`config.mk`:
```
export PLATFORM = sky130hd
export DESIGN_NAME = rob_issue_scheduler
export DESIGN_NICKNAME = d
export VERILOG_FILES = /design/src/rtl/rob_pkg.sv /design/src/rtl/rob_age_picker.sv /design/src/rtl/rob_issue_scheduler.sv
export SDC_FILE = /design/constraint.sdc
export NUM_CORES = 1
export LEC_CHECK = 0
export BUFFER_PORTS_ARGS = -buffer_cell sky130_fd_sc_hd__buf_2
export CORE_MARGIN = 2
export CORE_UTILIZATION = 52
export DETAILED_ROUTE_END_ITERATION = 7
export PLACE_DENSITY_LB_ADDON = 0.25
export SYNTH_ARGS = -nofsm -noshare
export SYNTH_HDL_FRONTEND = slang
export SYNTH_SLANG_ARGS = --single-unit
```
`constraint.sdc`:
```
create_clock -name clk -period 6.4 [get_ports clk]
set_input_delay 0.96 -clock clk [delete_from_list [all_inputs] [get_ports clk]]
set_output_delay 0.96 -clock clk [all_outputs]
set_load 0.01 [all_outputs]
```
`src/rtl/rob_pkg.sv`:
```
// Shared types and constants for the ROB issue scheduler: opcode encoding,
// operation-class helper and the default queue/data sizes.
package rob_pkg;

  localparam int ROB_DEPTH = 4;
  localparam int TAG_W     = 2;
  localparam int DW        = 3;

  typedef enum logic [2:0] {
    OP_ADD  = 3'd0,
    OP_SUB  = 3'd1,
    OP_AND  = 3'd2,
    OP_OR   = 3'd3,
    OP_LD   = 3'd4,
    OP_ST   = 3'd5,
    OP_NOP6 = 3'd6,
    OP_NOP7 = 3'd7
  } opcode_e;

  function automatic logic is_mem_op(input opcode_e op);
    return (op == OP_LD) || (op == OP_ST);
  endfunction

endpackage

```
`src/rtl/rob_age_picker.sv`:
```
// Oldest-first selector: among masked entries, picks the one whose tag is
// closest to rob_head going forward (age = tag - head, modulo tag space).
module rob_age_picker #(
  parameter int DEPTH = 4,
  parameter int TAG_W = 2
) (
  input  logic [DEPTH-1:0]            mask,
  input  logic [DEPTH-1:0][TAG_W-1:0] tags,
  input  logic [TAG_W-1:0]            head,
  output logic                        found,
  output logic [$clog2(DEPTH)-1:0]    sel
);

  localparam int SEL_W = $clog2(DEPTH);

  logic [TAG_W-1:0] best_age;
  logic [TAG_W-1:0] age;

  always_comb begin
    found    = 1'b0;
    sel      = '0;
    best_age = '1;
    age      = '0;
    for (int i = 0; i < DEPTH; i++) begin
      age = tags[i] - head;
      if (mask[i] && (!found || (age < best_age))) begin
        found    = 1'b1;
        sel      = SEL_W'(i);
        best_age = age;
      end
    end
  end

endmodule

```
`src/rtl/rob_issue_scheduler.sv`:
```
// Issue queue feeding a 1-cycle ALU and a non-pipelined MEM unit, oldest-first
// relative to rob_head. Optional dispatch-stall counter under ROB_ISSUE_PERF_EN.
module rob_issue_scheduler
  import rob_pkg::*;
#(
  parameter int DEPTH   = rob_pkg::ROB_DEPTH,
  parameter int DW      = rob_pkg::DW,
  parameter int MEM_LAT = 2
) (
  input  logic          clk,
  input  logic          rst_n,
  input  logic          flush,
  input  logic          disp_valid,
  output logic          disp_ready,
  input  logic [1:0]    disp_rob_idx,
  input  logic [2:0]    disp_opcode,
  input  logic [DW-1:0] disp_a,
  input  logic [DW-1:0] disp_b,
  input  logic [1:0]    rob_head,
  output logic          alu_complete,
  output logic [1:0]    alu_rob_idx,
  output logic [DW-1:0] alu_result,
  output logic          mem_complete,
  output logic [1:0]    mem_rob_idx,
  output logic [DW-1:0] mem_result,
  output logic          mem_busy,
  output logic [2:0]    iq_count,
  output logic [7:0]    stall_cnt
);

  localparam int SEL_W = $clog2(DEPTH);
  localparam int CNT_W = $clog2(MEM_LAT + 1);
  localparam logic [2:0] IQ_FULL = 3'(DEPTH);

  logic [DEPTH-1:0]            valid_q, valid_d;
  logic [DEPTH-1:0][TAG_W-1:0] tag_q;
  opcode_e                     op_q [DEPTH];
  logic [DW-1:0]               a_q  [DEPTH];
  logic [DW-1:0]               b_q  [DEPTH];

  logic                        alu_v_q;
  logic [TAG_W-1:0]            alu_tag_q;
  logic [DW-1:0]               alu_res_q;
  logic [CNT_W-1:0]            mem_cnt_q;
  logic [TAG_W-1:0]            mem_tag_q;
  logic [DW-1:0]               mem_res_q;

  logic [DEPTH-1:0] alu_mask, mem_mask;
  logic             alu_found, mem_found, mem_free, accept, tag_in_use;
  logic [SEL_W-1:0] alu_sel, mem_sel, free_slot;

  function automatic logic [DW-1:0] alu_eval(input opcode_e op, input logic [DW-1:0] a,
                                             input logic [DW-1:0] b);
    case (op)
      OP_ADD:  return a + b;
      OP_SUB:  return a - b;
      OP_AND:  return a & b;
      OP_OR:   return a | b;
      default: return '0;
    endcase
  endfunction

  // MEM unit accepts a new op in the cycle its previous op completes
  assign mem_free = (mem_cnt_q <= CNT_W'(1));

  always_comb begin
    alu_mask   = '0;
    mem_mask   = '0;
    free_slot  = '0;
    tag_in_use = 1'b0;
    iq_count   = '0;
    for (int i = DEPTH - 1; i >= 0; i--) begin
      alu_mask[i] = valid_q[i] && !is_mem_op(op_q[i]);
      mem_mask[i] = valid_q[i] && is_mem_op(op_q[i]) && mem_free;
      if (!valid_q[i]) free_slot = SEL_W'(i);
      if (valid_q[i] && (tag_q[i] == disp_rob_idx)) tag_in_use = 1'b1;
      iq_count = iq_count + 3'(valid_q[i]);
    end
  end

  assign disp_ready = (iq_count != IQ_FULL);
  assign accept     = disp_valid && disp_ready && !flush;

  rob_age_picker #(.DEPTH(DEPTH), .TAG_W(TAG_W)) u_alu_pick (
    .mask(alu_mask), .tags(tag_q), .head(rob_head), .found(alu_found), .sel(alu_sel)
  );

  rob_age_picker #(.DEPTH(DEPTH), .TAG_W(TAG_W)) u_mem_pick (
    .mask(mem_mask), .tags(tag_q), .head(rob_head), .found(mem_found), .sel(mem_sel)
  );

  always_comb begin
    valid_d = valid_q;
    if (alu_found) valid_d[alu_sel]   = 1'b0;
    if (mem_found) valid_d[mem_sel]   = 1'b0;
    if (accept)    valid_d[free_slot] = 1'b1;
  end

  always_ff @(posedge clk or negedge rst_n) begin
    if (!rst_n) begin
      valid_q   <= '0;
      tag_q     <= '0;
      for (int i = 0; i < DEPTH; i++) begin
        op_q[i] <= OP_ADD;
        a_q[i]  <= '0;
        b_q[i]  <= '0;
      end
      alu_v_q   <= 1'b0;
      alu_tag_q <= '0;
      alu_res_q <= '0;
      mem_cnt_q <= '0;
      mem_tag_q <= '0;
      mem_res_q <= '0;
    end else if (flush) begin
      valid_q   <= '0;
      alu_v_q   <= 1'b0;
      mem_cnt_q <= '0;
    end else begin
      valid_q <= valid_d;
      if (accept) begin
        tag_q[free_slot] <= disp_rob_idx;
        op_q[free_slot]  <= opcode_e'(disp_opcode);
        a_q[free_slot]   <= disp_a;
        b_q[free_slot]   <= disp_b;
      end
      alu_v_q <= alu_found;
      if (alu_found) begin
        alu_tag_q <= tag_q[alu_sel];
        alu_res_q <= alu_eval(op_q[alu_sel], a_q[alu_sel], b_q[alu_sel]);
      end
      if (mem_found) begin
        mem_cnt_q <= CNT_W'(MEM_LAT);
        mem_tag_q <= tag_q[mem_sel];
        mem_res_q <= (op_q[mem_sel] == OP_LD) ? DW'(a_q[mem_sel] + b_q[mem_sel]) : '0;
      end else if (mem_cnt_q != '0) begin
        mem_cnt_q <= mem_cnt_q - CNT_W'(1);
      end
    end
  end

  assign alu_complete = alu_v_q;
  assign alu_rob_idx  = alu_tag_q;
  assign alu_result   = alu_res_q;
  assign mem_complete = (mem_cnt_q == CNT_W'(1));
  assign mem_rob_idx  = mem_tag_q;
  assign mem_result   = mem_res_q;
  assign mem_busy     = (mem_cnt_q != '0);

`ifdef ROB_ISSUE_PERF_EN
  logic [7:0] stall_q;
  always_ff @(posedge clk or negedge rst_n) begin
    if (!rst_n) stall_q <= '0;
    else if (disp_valid && !disp_ready && (stall_q != 8'hFF)) stall_q <= stall_q + 8'd1;
  end
  assign stall_cnt = stall_q;
`else
  assign stall_cnt = '0;
`endif

  // ROB tags are unique while queued; a duplicate dispatch is a dispatch-stage bug
  a_unique_tag : assert property (@(posedge clk) disable iff (!rst_n)
    (disp_valid && disp_ready && !flush) |-> !tag_in_use);

endmodule

```
==> parameters.txt, run 1 <==
Parameter                              Value

Layout
  Layout-stage area growth over the synthesis result    11.7%
  Final Net Count    approximately 530
  Filler instances    around 670
  Share of final-layout standard cells stronger than drive strength 1    0.254
  Ant. Diodes    0
  Final Instance Area    between 4000 and 5000 um^2
  Count of non-filler cells in the finished layout    approximately 600

Die
  Count of standard-cell rows    33
  I/O pin total    42
  Initial Util    0.529
  Std-Cell Core Area    between 8000 and 9000 um^2
  Die ar.    9020 um^2
  Height of the chip    approximately 95 um
  Die X    ~95 um

Yosys
  Total number of yosys warnings    0
  Gate Count Post-Synth    about 450
  Share of synthesized area occupied by flip-flops and latches    0.355
  Fraction of registers with async set or reset after synthesis    1.00
  Distinct cell type count after synthesis    68
  Number of enable-type register cells in the synthesized netlist    0
  Dominant register cell in the synthesized netlist    dfrtp_1
  Synthesized flop and latch total    61
  Post-Syn Area per Cell    around 9.5 um^2
  Total standard cell area after synthesis    around 4300 um^2

Critical path
  Count of buffer and inverter cells on the critical path    3
  Highest net fanout along the worst path    7
  Critical path data arrival time    6120 ps
  Critical path start-end classification    input port to flop
  Cell family contributing the most delay on the critical path    compound AO/OA/AOI/OAI gates
  Most common cell on crit path    ha_1
  Longest individual stage delay on the worst path    between 300 and 400 ps
  Data required time at the worst endpoint    between 6000 and 7000 ps
  Crit path max-delay cell type    fa_1
  Startpoint class of the critical path    input port
  Endpoint type of the worst setup path    flop

GRT
  Met3 Use GR    0.0415
  Most used routing layer    met2
  Initial antenna violation count    0
  Wire length of the first global-routing pass    16900 um
  Residual overflow from global routing    0
  Combined global-route utilization of all metal layers    0.248
  Number of global-route vias before repair    around 3400
  Maximum number of pins on one net before global-route repair    62
  Met1 capacity usage during global routing    0.329
  GR Layer Usage met2    0.409

Timing
  Final setup TNS    0 ps
  Final Critical Period    5880 ps
  Relative slew slack    0.485
  Setup violations, final    0
  Final setup slack of the worst path    ~520 ps
  Maximum clock frequency    170 MHz
  Unrepaired setup endpoints after global routing    false
  Hold violation count in the final report    0
  Final cycle utilization of the critical path    0.919
  Max-slew violations    0
  Largest clock skew in the final design    roughly 9.2 ps
  Worst-margin pin slew    about 770 ps

Placement
  RD Place Congestion    a little under 1
  Placed wire-length estimate    7550 um
  Port bufs    33
  DP Worst Slack    -30.5 ps
  Post-placement cell area    between 4000 and 5000 um^2
  Cell total after placement    around 580

Routing
  Antenna violation net count after detailed routing    0
  DR iter-0 viols    around 170
  Detailed-route via count    3508
  Routed vias/inst    5.84
  Overall routed net length    10500 um
  Number of iterations in the first detailed-routing pass    4
  Avg WL per Cell    between 15 and 20 um
  Detailed-route DRC error count    0

Run
  Max-capacitance violation count    0

Power and ir drop
  Leakage power    around 2.3 nW
  Power Dens Cells    around 330 nW/um^2
  Peak supply drop    around 0.15 mV

CTS
  Quantity of hold-fixing buffers added after cts    0
  Deepest clock path buffer count    2
  Clock sink total    between 60 and 70
  H-tree levels    3
  Clock transition at the register clock pins on the worst setup and hold paths after CTS    about 70 ps
  Worst-Skew Late Latency    ~350 ps
  Clock tree from TritonCTS    built
  Clock root buffer master    clkbuf_8
  CTS buffer count    9

Status
  Status    finished clean

Hold path
  Path class of the lowest-slack min-delay path    flop to flop
==> sequential cells by signal, indices dropped and copies added, names as in the netlist <==
register,count
alu_rob_idx,2
alu_complete,1
mem_cnt_q,2
valid_q,4
b_q,12
tag_q,8
mem_rob_idx,2
mem_result,3
alu_result,3
a_q,12
op_q,12
==> cell families after synthesis <==
family,Yosys count,share of synthesized area
fa+ha+maj,23,0.0710
buf+inv,54,0.0556
flops,61,0.355
simple gates,130,0.155
compound gates,106,0.172
mux,61,0.155
other cells,1,0.000872
xor+xnor,16,0.0361
==> per-layer routing <==
| layer | wire [um] | share of wire |
|---|---|---|
| met1 | 4710 | 0.45 |
| met2 | 5050 | 0.48 |
| met3 | 566 | 0.054 |
| met4 | 146 | 0.014 |
| met5 | 0 | 0 |
==> layout make-up <==
class	count	area (um^2)	share of cell area
clock buffers	13	149	0.0310
clock inverters	3	21.3	0.00443
inverters	26	97.6	0.0203
multi-input cells	344	2590	0.538
flip-flops and latches	61	1530	0.318
well taps	105	131	0.0273
repair buffers	49	293	0.0609
==> path summary, 6_finish.rpt <==
check	start	endpoint	slack [ps]	cells past startpoint
min in group asynchronous	rst_n	tag_q[1]	770	2
min	alu_rob_idx[1]	alu_rob_idx[1]	470	2
max in group asynchronous	rst_n	mem_cnt_q[0]	5110	2
max	rob_head[0]	mem_result[2]	520	28
min reg2reg	alu_rob_idx[1]	alu_rob_idx[1]	470	2
max reg2reg	valid_q[0]	alu_result[2]	740	29
==> worst min-delay path, stage by stage (launching register included) <==
cell	delay, ps
dfrtp_1	340
nand2_1	40
o21ai_0	50
==> cell usage after synthesis (3+ instances only) <==
cell type	count	share of area
o211ai_1	6	0.010
mux2_2	45	0.12
a211oi_1	5	0.0087
mux2i_1	16	0.037
dfrtp_1	61	0.35
nand3b_1	5	0.0087
a22o_1	5	0.010
or3_1	4	0.0058
ha_1	18	0.052
xnor2_1	7	0.014
buf_2	5	0.0058
clkbuf_1	13	0.011
nand2b_1	11	0.016
buf_4	8	0.014
nand2_1	34	0.030
nor2b_1	5	0.0073
and3_1	5	0.0073
a221oi_1	3	0.0061
fa_1	3	0.014
a21o_1	3	0.0052
inv_1	26	0.023
or2_2	4	0.0058
nor3_1	4	0.0047
a21oi_1	26	0.030
nor2_1	30	0.026
xor2_1	7	0.014
o21ai_0	26	0.030
o21ai_1	3	0.0035
and3b_1	3	0.0061
nand3_1	11	0.013
nor3b_1	3	0.0052
==> layout by cell type, fill, tap and decap left out, types with 4 or more instances in the layout <==
| cell type | netlist | final |
|---|---|---|
| a211oi_1 | 5 | 5 |
| a21oi_1 | 26 | 26 |
| a22o_1 | 5 | 5 |
| and3_1 | 5 | 5 |
| buf_2 | 5 | 33 |
| buf_4 | 8 | 15 |
| clkbuf_8 | 0 | 10 |
| conb_1 | 1 | 8 |
| dfrtp_1 | 61 | 61 |
| ha_1 | 18 | 18 |
| inv_1 | 26 | 26 |
| mux2_2 | 45 | 45 |
| mux2i_1 | 16 | 16 |
| nand2_1 | 34 | 34 |
| nand2b_1 | 11 | 11 |
| nand3_1 | 11 | 11 |
| nand3b_1 | 5 | 5 |
| nor2_1 | 30 | 30 |
| nor2b_1 | 5 | 5 |
| nor3_1 | 4 | 4 |
| o211ai_1 | 6 | 6 |
| o21ai_0 | 26 | 25 |
| or2_2 | 4 | 4 |
| or3_1 | 4 | 4 |
| xnor2_1 | 7 | 7 |
| xor2_1 | 7 | 7 |
==> power by group <==
group          switching (mW)  internal (mW)
Combinational           0.369          0.315
Clock                   0.152          0.151
Sequential             0.0904          0.486
Total                   0.611          0.953
==> per-stage QoR <==
stage	utilization	total power [mW]	hold slack, ps
after floorplan	-	1.07	479
after global placement	0.567	1.24	457
after detailed placement	0.567	1.26	465
after CTS	0.588	1.57	481
after global routing	0.591	1.68	515
final	0.591	1.56	472
==> timing repair <==
action / CTS / global route
setup endpoints to repair: 0 / 1
buffers inserted: 0 / 1
gates resized for setup: 0 / 4
hold endpoints to repair: 0 / 0
Power figures use the tool's default switching activity.
==> inputs of run 2 (changes only) <==
--- a/config.mk
+++ b/config.mk
@@ -9,7 +9,7 @@
 export CORE_MARGIN = 2
 export CORE_UTILIZATION = 52
 export DETAILED_ROUTE_END_ITERATION = 7
-export PLACE_DENSITY_LB_ADDON = 0.25
+export PLACE_DENSITY = 0.72
 export SYNTH_ARGS = -nofsm -noshare
 export SYNTH_HDL_FRONTEND = slang
 export SYNTH_SLANG_ARGS = --single-unit
==> run 2 against run 1 <==
  * Utilization rose by 1.1 points
  * Combinational power rose by 4.2%
  * Final cell count rose by 0.17%
  * Sequential cell count did not move
  * First-iteration DRC count rose by 49%
  * Critical path depth rose by 3
  * Critical endpoint is now alu_result[2]
  * Largest power group unchanged
  * Highest routed layer unchanged
==> parameters.txt, run 2 (synthesized netlist as in run 1, its figures left out) <==
Parameter                              Value

Layout
  Layout-stage area growth over the synthesis result    13.8%
  Share of final-layout standard cells stronger than drive strength 1    0.264
  Most common cell after layout, fill and taps aside    dfrtp_1
  Most used cells in the layout excluding fill and tap cells    dfrtp_1, mux2_2, nand2_1
  Largest registers    a_q: 12 flops, b_q: 12 flops, op_q: 12 flops
  Ant. Diodes    0
  Final Net Count    530
  Count of non-filler cells in the finished layout    around 600

Critical path
  Critical path start-end classification    input port to flop
  Data required time at the worst endpoint    approximately 6600 ps
  Reg-to-Reg End    alu_result[2]
  Longest individual stage delay on the worst path    450 ps
  Endpoint type of the worst setup path    flop
  Startpoint class of the critical path    input port
  Setup slack on the worst flop-to-flop path    about 660 ps
  Crit path max-delay cell type    fa_1
  Highest net fanout along the worst path    21
  Reg2Reg Depth    31
  Critical path data arrival time    about 6000 ps
  R2r startpoint    tag_q[2]

Placement
  Cell total after placement    between 500 and 600
  Placed wire-length estimate    a little under 8000 um
  RD Place Congestion    between 0.9 and 1
  Port bufs    33

Timing
  Max-slew violations    0
  Largest clock skew in the final design    between 10 and 15 ps
  Worst-margin pin slew    789 ps
  Unrepaired setup endpoints after global routing    false
  Maximum clock frequency    approximately 170 MHz
  Relative slew slack    0.474
  Setup violations, final    0
  Final Critical Period    slightly below 6000 ps
  Final cycle utilization of the critical path    0.930
  Hold violation count in the final report    0

Die
  Initial Util    0.529
  Count of standard-cell rows    33
  Die X    ~95 um
  Height of the chip    about 95 um
  Std-Cell Core Area    8130 um^2
  I/O pin total    42
  Die ar.    roughly 9000 um^2

Routing
  Antenna violation net count after detailed routing    0
  Detailed-route DRC error count    0
  Avg WL per Cell    between 15 and 20 um
  Overall routed net length    around 11000 um
  DR iter-0 viols    around 250
  Number of iterations in the first detailed-routing pass    6
  Detailed-route via count    3583
  Routed vias/inst    between 5 and 6

GRT
  Maximum number of pins on one net before global-route repair    just over 60
  Initial antenna violation count    0
  Residual overflow from global routing    0
  Number of global-route vias before repair    3643
  Wire length of the first global-routing pass    between 15000 and 20000 um
  Combined global-route utilization of all metal layers    0.261

Run
  Max-capacitance violation count    0

Power and ir drop
  Power Dens Cells    351 nW/um^2
  Overall power of the completed layout    roughly 1.7 mW
  Leakage power    between 2 and 2.5 nW
  Peak supply drop    ~0.2 mV

Status
  Status    finished clean

Hold path
  Path class of the lowest-slack min-delay path    flop to flop
  Hold Startpoint    alu_rob_idx[0]
  WHS Path Cells    2
  Destination of the worst hold path    alu_rob_idx[0]

CTS
  H-tree levels    3
  Clock root buffer master    clkbuf_8
  Clock tree from TritonCTS    built
  CTS buffer count    9
  Deepest clock path buffer count    2
  Clock transition at the register clock pins on the worst setup and hold paths after CTS    about 80 ps
  Worst-Skew Late Latency    roughly 360 ps
  Clock sink total    61
run 2: cell types whose count changed in the layout (fill, tap and decap cells not counted), sizes merged:
cell / before / now
clkbuf: 13 / 9
buf: 49 / 50
inv: 26 / 27
bufinv: 0 / 3
run 2: metal layers:
metal / global-route usage / vias up / wire length, um
met4: 0.117 / 0 / 373
met1: 0.337 / 1765 / 4820
li1: - / 1686 / -
met5: 0 / - / 0
met2: 0.424 / 102 / 5310
met3: 0.0527 / 30 / 513
run 2: layout make-up:
type / count / area (um^2)
Fill cell: 709 / 3240
Multi-Input combinational cell: 344 / 2590
Sequential cell: 61 / 1530
Timing Repair Buffer: 50 / 300
Tap cell: 105 / 131
Clock buffer: 9 / 124
Clock inverter: 7 / 123
Inverter: 26 / 97.6
run 2: repair_timing:
item                       4_1_cts  5_1_grt
setup endpoints to repair        0        1
gates resized for setup          0        5
hold buffers                     0        0
setup buffers                    0        4
run 2: worst max-delay path: cells and delay by family:
kind                     cells  cell delay (ps)
XOR/XNOR                     2              460
AND/OR/NAND/NOR             11             1340
AO/OA/AOI/OAI                9             1150
adder cells (fa/ha/maj)      4             1270
buffers and inverters        3              450
multiplexers                 2              510
run 2: how the worst max path moves through the flow:
stage,startpoint,end,cells past startpoint
floorplan,rob_head[0],alu_result[2],33
global placement,rob_head[0],alu_result[2],31
detailed placement,rob_head[0],alu_result[2],31
CTS,rob_head[0],alu_result[2],31
global route,rob_head[0],alu_result[2],31
finish,rob_head[0],alu_result[2],31
run 2: stage by stage:
| stage | setup slack [ps] | utilization | cell area (um^2) | hold slack [ps] | TNS [ps] |
|---|---|---|---|---|---|
| finish | 447 | 0.602 | 4890 | 484 | 0 |
| global route | 10.5 | 0.602 | 4890 | 527 | 0 |
| detailed placement | -60.8 | 0.565 | 4600 | 472 | -60.8 |
| global placement | 169 | 0.565 | 4600 | 465 | 0 |
| CTS | 309 | 0.596 | 4850 | 490 | 0 |
| floorplan | 18.2 | - | 4350 | 479 | 0 |
run 2: report_power, final:
group          total (mW)  leakage, nW  switching (mW)  internal (mW)
Sequential          0.575        0.789          0.0896          0.486
Clock               0.428        0.121           0.167          0.261
Combinational       0.713         1.46           0.385          0.328
Total                1.72         2.37           0.642           1.07
==> inputs of run 3 (changes only) <==
--- a/config.mk
+++ b/config.mk
@@ -6,6 +6,7 @@
 export NUM_CORES = 1
 export LEC_CHECK = 0
 export BUFFER_PORTS_ARGS = -buffer_cell sky130_fd_sc_hd__buf_2
+export CORE_ASPECT_RATIO = 1.75
 export CORE_MARGIN = 2
 export CORE_UTILIZATION = 52
 export DETAILED_ROUTE_END_ITERATION = 7
==> run 3 against run 2 <==
  * Combinational power fell by 2%
  * Routed wire length fell by 0.44%
  * Largest power group unchanged
  * Critical endpoint unchanged
  * Final cell count fell by 2.7%
  * Critical path type unchanged
  * Utilization rose by 2.0 points
==> parameters.txt, run 3 (synthesized netlist as in run 1, its figures left out) <==
Parameter                              Value

Status
  Status    finished clean

Layout
  Most used cells in the layout excluding fill and tap cells    dfrtp_1, mux2_2, nand2_1
  Area occupied by multi-input gates    approximately 2600 um^2
  Share of final-layout standard cells stronger than drive strength 1    0.262
  Final Net Count    529
  Most common cell after layout, fill and taps aside    dfrtp_1
  Largest registers    a_q: 12 flops, b_q: 12 flops, op_q: 12 flops
  Filler instances    ~710
  Layout-stage area growth over the synthesis result    15.1%
  Seq. cell area    roughly 1500 um^2
  Ant. Diodes    0
  Count of non-filler cells in the finished layout    slightly below 600

Routing
  Number of iterations in the first detailed-routing pass    6
  Avg WL per Cell    approximately 19 um
  Detailed-route DRC error count    0
  Antenna violation net count after detailed routing    0
  Routed vias/inst    a little over 6
  DR iter-0 viols    between 200 and 250
  Detailed-route via count    3592
  Overall routed net length    about 11000 um

Critical path
  Highest net fanout along the worst path    5
  Longest individual stage delay on the worst path    ~440 ps
  Endpoint type of the worst setup path    flop
  Data required time at the worst endpoint    ~6600 ps
  Critical path start-end classification    input port to flop
  Startpoint class of the critical path    input port
  Crit path max-delay cell type    fa_1
  Most common cell on crit path    ha_1
  Critical path data arrival time    a little over 6000 ps

Timing
  Final setup TNS    0 ps
  Largest clock skew in the final design    7.42 ps
  Worst hold margin    around 480 ps
  Unrepaired setup endpoints after global routing    false
  Relative slew slack    0.312
  Maximum clock frequency    about 170 MHz
  Max-slew violations    0
  Final cycle utilization of the critical path    0.924
  Worst-margin pin slew    between 1000 and 1500 ps
  Hold violation count in the final report    0
  Final Critical Period    between 5000 and 6000 ps
  Final setup slack of the worst path    ~480 ps
  Setup violations, final    0

Placement
  Cell total after placement    roughly 570
  Placed wire-length estimate    ~8100 um
  DP Worst Slack    -16.6 ps
  Port bufs    33
  RD Place Congestion    between 0.8 and 0.9

Power and ir drop
  Power Dens Cells    ~360 nW/um^2
  Leakage power    around 2.4 nW
  Overall power of the completed layout    1.79 mW
  Peak supply drop    0.257 mV

Die
  Count of standard-cell rows    43
  I/O pin total    42
  Die ar.    9040 um^2
  Die X    between 70 and 80 um
  Initial Util    0.540
  Std-Cell Core Area    approximately 8000 um^2
  Height of the chip    ~120 um

GRT
  Initial antenna violation count    0
  Residual overflow from global routing    0
  Combined global-route utilization of all metal layers    0.261
  Number of global-route vias before repair    ~3700
  Maximum number of pins on one net before global-route repair    62
  Wire length of the first global-routing pass    17900 um

CTS
  Worst-Skew Late Latency    roughly 340 ps
  Clock sink total    around 60
  CTS buffer count    9
  Deepest clock path buffer count    2
  H-tree levels    3
  Clock root buffer master    clkbuf_16
  Clock transition at the register clock pins on the worst setup and hold paths after CTS    50 ps
  Clock tree from TritonCTS    built

Hold path
  Path class of the lowest-slack min-delay path    flop to flop

Run
  Max-capacitance violation count    0
==> run 3: path summary, 6_finish.rpt <==
kind	from	to	slack, ps	cells past startpoint
max	rob_head[0]	alu_result[2]	480	32
min	mem_rob_idx[0]	mem_rob_idx[0]	480	2
max reg2reg	tag_q[2]	alu_result[2]	750	32
min reg2reg	mem_rob_idx[0]	mem_rob_idx[0]	480	2
max in group asynchronous	rst_n	valid_q[0]	5120	2
min in group asynchronous	rst_n	b_q[5]	780	2
==> run 3: repair_timing <==
item,CTS,global route
setup buffers,0,1
hold buffers,0,0
endpoints found under the setup margin,0,1
resized for setup,0,2
==> run 3: worst max-delay path, delay by kind of cell <==
kind / cells / cell delay [ps]
AOI/OAI and AO/OA: 9 / 1380
xor gates and xnor gates: 2 / 410
adders and majority gates: 5 / 1470
buffers and inverters: 4 / 360
muxes: 2 / 390
and+or+nand+nor: 10 / 1120
==> run 3: stage by stage <==
stage / cell area [um^2] / utilization
3_5_place_dp: 4610 / 0.579
5_1_grt: 4950 / 0.622
4_1_cts: 4940 / 0.620
2_1_floorplan: 4350 / -
3_3_place_gp: 4610 / 0.579
6_report: 4950 / 0.622
==> run 3: cell type report <==
class,instances,share of cell area
Sequential cell,61,0.308
Clock buffer,10,0.0483
Tap cell,90,0.0228
Inverter,26,0.0197
Clock inverter,6,0.0174
Timing Repair Buffer,49,0.0602
Multi-Input combinational cell,344,0.523
==> run 3: report_power, final <==
group          switching, mW  internal, mW  total (mW)
registers             0.0876         0.487       0.575
clock network          0.170         0.350       0.519
logic                  0.380         0.319       0.700
==> run 3: per-layer routing <==
| layer | vias up | share of wire | GRT usage |
|---|---|---|---|
| li1 | 1684 | - | - |
| met1 | 1737 | 0.37 | 0.278 |
| met2 | 128 | 0.53 | 0.442 |
| met3 | 43 | 0.052 | 0.0615 |
| met4 | 0 | 0.052 | 0.170 |
| met5 | - | 0 | 0 |
